<file path="config.mk">
export PLATFORM = sky130hd
export DESIGN_NAME = driver_display_7seg_mux
export DESIGN_NICKNAME = d
export VERILOG_FILES = /design/src/rtl/driver_display_7seg_mux.sv
export SDC_FILE = /design/constraint.sdc
export NUM_CORES = 1
export LEC_CHECK = 0
export ABC_AREA = 0
export BUFFER_PORTS_ARGS = -buffer_cell sky130_fd_sc_hd__buf_2
export CELL_PAD_IN_SITES_DETAIL_PLACEMENT = 1
export CELL_PAD_IN_SITES_GLOBAL_PLACEMENT = 1
export CORE_ASPECT_RATIO = 0.8
export CORE_MARGIN = 2
export CORE_UTILIZATION = 50
export CTS_CLUSTER_DIAMETER = 80
export DETAILED_ROUTE_END_ITERATION = 10
export MAX_ROUTING_LAYER = met4
export PLACE_DENSITY_LB_ADDON = 0.1
export SYNTH_ARGS = -nofsm -noshare
export SYNTH_HDL_FRONTEND = slang
export SYNTH_SLANG_ARGS = --single-unit
</file>
<file path="constraint.sdc">
create_clock -name clk -period 3.6 [get_ports clk]
set_input_delay 0.18 -clock clk [delete_from_list [all_inputs] [get_ports clk]]
set_output_delay 0.18 -clock clk [all_outputs]
set_load 0.05 [all_outputs]
</file>
<file path="src/rtl/driver_display_7seg_mux.sv">
// Sequential binary-to-BCD converter (shift-and-add-3) feeding a time-multiplexed
// N-digit 7-segment display with optional leading-zero blanking and overflow dashes.
module driver_display_7seg_mux #(
   parameter int W           = 8,
   parameter int N_DIG       = 3,
   parameter int DIV         = 50000,
   parameter int BLANK_ZEROS = 1
) (
   input  logic             clk,
   input  logic             rst,
   input  logic [W-1:0]     valor,
   input  logic             carregar,
   output logic             ocupado,
   output logic             pronto,
   output logic             estouro,
   output logic [6:0]       seg,
   output logic [N_DIG-1:0] anodo
);

   // Enough BCD digits for 2^W-1 and for every displayed digit.
   localparam int BIN_DIG = (W * 301) / 1000 + 1;
   localparam int BCD_DIG = (BIN_DIG > N_DIG) ? BIN_DIG : N_DIG;
   localparam int BCD_W   = 4 * BCD_DIG;
   localparam int CNT_W   = $clog2(W);
   localparam int PRE_W   = $clog2(DIV);
   localparam int IDX_W   = (N_DIG > 1) ? $clog2(N_DIG) : 1;

   function automatic logic [31:0] pow10(input int n);
      logic [31:0] p;
      p = 32'd1;
      for (int i = 0; i < n; i++) p = p * 32'd10;
      return p;
   endfunction

   localparam logic [31:0] LIMIT = pow10(N_DIG) - 32'd1;

   function automatic logic [BCD_W-1:0] add3(input logic [BCD_W-1:0] b);
      logic [BCD_W-1:0] r;
      r = b;
      for (int i = 0; i < BCD_DIG; i++)
         if (r[4*i +: 4] >= 4'd5) r[4*i +: 4] = r[4*i +: 4] + 4'd3;
      return r;
   endfunction

   function automatic logic [6:0] enc7(input logic [3:0] d);
      case (d)
         4'd0:    enc7 = 7'b1111110;
         4'd1:    enc7 = 7'b0110000;
         4'd2:    enc7 = 7'b1101101;
         4'd3:    enc7 = 7'b1111001;
         4'd4:    enc7 = 7'b0110011;
         4'd5:    enc7 = 7'b1011011;
         4'd6:    enc7 = 7'b1011111;
         4'd7:    enc7 = 7'b1110000;
         4'd8:    enc7 = 7'b1111111;
         4'd9:    enc7 = 7'b1111011;
         default: enc7 = 7'b0000000;
      endcase
   endfunction

   typedef enum logic [1:0] {OCIOSO, CONVERTE, ATUALIZA} estado_t;

   estado_t              estado, estado_nx;
   logic [CNT_W-1:0]     cnt;
   logic [W-1:0]         bin_sh;
   logic [BCD_W-1:0]     bcd_acc;
   logic [BCD_W-1:0]     bcd_adj;
   logic [4*N_DIG-1:0]   disp;
   logic [PRE_W-1:0]     pre;
   logic [IDX_W-1:0]     idx;
   logic [3:0]           dig;
   logic                 hi_zero;
   logic [6:0]           seg_nx;

   always_ff @(posedge clk) begin
      if (rst) estado <= OCIOSO;
      else     estado <= estado_nx;
   end

   always_comb begin
      estado_nx = estado;
      ocupado   = 1'b0;
      pronto    = 1'b0;
      case (estado)
         OCIOSO:   if (carregar) estado_nx = CONVERTE;
         CONVERTE: begin
            ocupado = 1'b1;
            if (cnt == CNT_W'(W - 1)) estado_nx = ATUALIZA;
         end
         ATUALIZA: begin
            ocupado   = 1'b1;
            pronto    = 1'b1;
            estado_nx = OCIOSO;
         end
         default:  estado_nx = OCIOSO;
      endcase
   end

   assign bcd_adj = add3(bcd_acc);

   // Conversion datapath: no reset, every load re-initialises it.
   always_ff @(posedge clk) begin
      if (estado == OCIOSO && carregar) begin
         bin_sh  <= valor;
         bcd_acc <= '0;
         cnt     <= '0;
      end else if (estado == CONVERTE) begin
         bcd_acc <= {bcd_adj[BCD_W-2:0], bin_sh[W-1]};
         bin_sh  <= {bin_sh[W-2:0], 1'b0};
         cnt     <= cnt + 1'b1;
      end
   end

   always_ff @(posedge clk) begin
      if (rst) begin
         estouro <= 1'b0;
         disp    <= '0;
      end else begin
         if (estado == OCIOSO && carregar) estouro <= (32'(valor) > LIMIT);
         if (estado == ATUALIZA)           disp    <= bcd_acc[4*N_DIG-1:0];
      end
   end

   // A digit above 0 is blanked when it and every higher digit are zero.
   always_comb begin
      dig     = 4'd0;
      hi_zero = 1'b1;
      for (int k = 0; k < N_DIG; k++) begin
         if (IDX_W'(k) == idx) dig = disp[4*k +: 4];
         if (k >= int'(idx) && disp[4*k +: 4] != 4'd0) hi_zero = 1'b0;
      end
      seg_nx = enc7(dig);
      if (BLANK_ZEROS != 0 && idx != '0 && hi_zero) seg_nx = 7'b0000000;
      if (estouro) seg_nx = 7'b0000001;
   end

   always_ff @(posedge clk) begin
      if (rst) begin
         pre   <= '0;
         idx   <= '0;
         anodo <= '0;
         seg   <= '0;
      end else begin
         if (pre == PRE_W'(DIV - 1)) begin
            pre <= '0;
            if (idx == IDX_W'(N_DIG - 1)) idx <= '0;
            else                          idx <= idx + 1'b1;
         end else begin
            pre <= pre + 1'b1;
         end
         anodo <= N_DIG'(1) << idx;
         seg   <= seg_nx;
      end
   end

endmodule

</file>
==> results.md <==
- #FFs+latches synth: 65
- Die Area: 6660 um2
- CTS Hold Bufs: 0
- Total congestion overflow: 0
- Synthesized instance count: 308
- RePlAce Congestion: 0.785
- CP max stage delay: 0.60 ns
- Die Y: 73.4 um
- Post-synth cell types: 43
- Crit Path Max Fanout: 13
- Post-route ant nets: 0
- Layout cells sized above 1: 15.3%
- GRT Resource Usage Total: 19.8%
- Vias in the first global route: 2135
- FP Rows: 25
- # fillers: 680
- Hold Path Class: input pin to flip-flop
- Drc violations: 0
- Syn Nets: 336
- Peak VDD IR: 0.000573 V
- Starting Density: 51.4%
- Root buffer cell: clkbuf_8
- PortBufs: 22
- Final setup viols: 0
- Number of enable flip-flop cells after synthesis: 8
- Worst-Margin Slew: 0.763 ns
- Slowest-stage cell, CP: dfxtp_1
- Detailed placer's ending HPWL: 4230 um
- Worst setup SP type: flip-flop
- WP data required: 3.82 ns
- CORE AREA: 5850 um2
- Setup Crit Path Kind: flip-flop to flip-flop
- First-pass GRT wire length: 10000 um
- Fin. max-slew vios: 0
- # resized after CTS: 0
- Nets@finish: 358
- Status: complete, no violations
- Largest net degree at the start of global routing: 23
- Async SR Flop Fraction: 0%
- Power Dens Cells: 590 nW/um2
- # diodes: 0
- R2R setup slack: 1.51 ns
- Final hold vios: 0
- DR vias: 2153
- Period utilisation layout: 58.1%
- Router iterations before antenna repair: 4
- Setup ws final: 1.51 ns
- CTS buffer count: 9
- Worst-path clk slew: 0.07 ns
- Final TNS setup: 0 ns
- DR vias/cell: 5.19
- H-tree levels: 3
- I/O Pins: 24
- Slew HR: 49.2%
- Skew final: 0.00845 ns
- Primary FF master, synth: dfxtp_1
- Top cells by area, synth: dfxtp_1 38%, mux2i_1 9.3%, edfxtp_1 8.0%
- DP Worst Slack: 1.52 ns
- CP bufs+invs: 0
- CP Data Arrival Time: 2.31 ns
- Maximum root-to-sink buffer count: 2
- Area growth syn-to-layout: 11.5%
- Static Leak: 1.35 nW
- Syn Std Cell Area: 3010 um2
- Fmax: 478 MHz
- Area leader, netlist: dfxtp_1
- Seq/Total Area, Yosys: 45.9%
- CP endpoint kind: flip-flop
- CP delay by family, top: flip-flops
- WL/cell: 14.1 um
- Postcts setup bufs: 0
- CP cell instances: nor2b_1 > o2bb2ai_2 > ha_1 > o21ai_0 > a21oi_1
- Yosys warns: 0
- Yosys top cell area share: 37.9%
- Min Tclk post-route: 2.09 ns
- RSZ-0062 raised after global routing: false
- Final wirelength: 5830 um
- Max Cap Violations: 0
- TritonCTS clock tree: built
- Syn Area/Cell: 9.77 um2
- Clock sinks: 65
- Clock latency on the worst-skew pair: 0.33 ns
- Die W: 90.7 um
- DR iter-0 viols: 89
- Initial antenna violation count: 0
==> power breakdown <==
group | internal [mW] | switching, mW
clock network | 0.327 | 0.259
logic | 0.189 | 0.305
registers | 0.849 | 0.0490
total | 1.36 | 0.612
==> final timing paths <==
| path | from | to | cells after the start |
|---|---|---|---|
| setup / recovery | idx[0]$_SDFFE_PP0N_ | seg[5]$_SDFF_PP0_ | 5 |
| hold reg to reg | pre[0]$_SDFF_PP0_ | pre[0]$_SDFF_PP0_ | 1 |
| setup reg to reg | idx[0]$_SDFFE_PP0N_ | seg[5]$_SDFF_PP0_ | 5 |
| hold / removal | valor[4] | bin_sh[4]$_DFFE_PP_ | 2 |
==> state kept, by name, summed over array words and instances, names as in the netlist <==
signal	flops
pre	16
bcd_acc	12
disp	12
bin_sh	8
seg	7
anodo	3
cnt	3
estado	2
idx	2
==> stage by stage <==
stage	hold WS (ns)	total power, mW	cell area (um2)	cells	util [%]
3_5_place_dp	0.456	1.41	3160	400	54.1
2_1_floorplan	0.401	1.30	3010	308	-
3_3_place_gp	0.437	1.38	3160	400	54.1
5_1_grt	0.132	2.09	3350	415	57.3
4_1_cts	0.126	2.01	3350	415	57.3
6_report	0.146	1.98	3350	415	57.3
==> logic make-up (layout without fill, tap and decap cells) <==
kind of cell | Yosys count | after routing | share of synthesized area, %
buf+inv | 27 | 53 | 4.16
other cells | 1 | 1 | 0.125
compound gates | 36 | 36 | 8.19
fa+ha+maj | 17 | 17 | 7.07
simple gates | 106 | 106 | 16.5
flops | 65 | 65 | 45.9
xor+xnor | 21 | 21 | 6.11
mux | 35 | 35 | 11.9
==> metal layers <==
| layer | track usage, % | up-vias | share of wire (%) |
|---|---|---|---|
| li1 | - | 1092 | - |
| met1 | 24.1 | 1030 | 49 |
| met2 | 32.1 | 22 | 47 |
| met3 | 5.23 | 9 | 2.6 |
| met4 | 7.18 | 0 | 1.4 |
| met5 | - | - | 0 |
==> layout make-up <==
class	instances	area (um2)	area share, %
tap	81	101	3.02
clock inverter	1	7.51	0.224
sequential	65	1380	41.2
multi-input combinational	216	1500	44.8
timing repair buffer	24	125	3.73
inverter	14	52.6	1.57
clock buffer	14	184	5.49
==> cell usage after synthesis (3+ instances only) <==
cell	count
nand2_1	18
dfxtp_1	57
mux2_2	7
nand3_1	12
nor4_1	3
clkbuf_1	5
nand2b_1	4
ha_1	17
mux2i_1	28
xor2_1	10
nor3_1	3
a21oi_1	16
o21ai_0	7
inv_1	14
edfxtp_1	8
xnor2_1	11
buf_2	4
nor2_1	49
a21o_1	3
==> worst reg2reg max path, cell delays in order, from the launching register on <==
cell and delay (ns):
dfxtp_1 0.60, nor2b_1 0.57, o2bb2ai_2 0.25, ha_1 0.29, o21ai_0 0.18, a21oi_1 0.09
==> cells in the final DEF (no fill, tap or decap), types with 3 or more instances in the layout <==
cell      count
mux2_2        7
buf_2        22
nand3_1      12
a21o_1        3
dfxtp_1      57
ha_1         17
clkbuf_8     11
nor2_1       49
a21oi_1      16
nor4_1        3
xor2_1       10
xnor2_1      11
nor3_1        3
inv_1        14
nand2_1      18
nand2b_1      4
edfxtp_1      8
mux2i_1      28
o21ai_0       7
No activity file was read; power rests on OpenSTA's default activity.
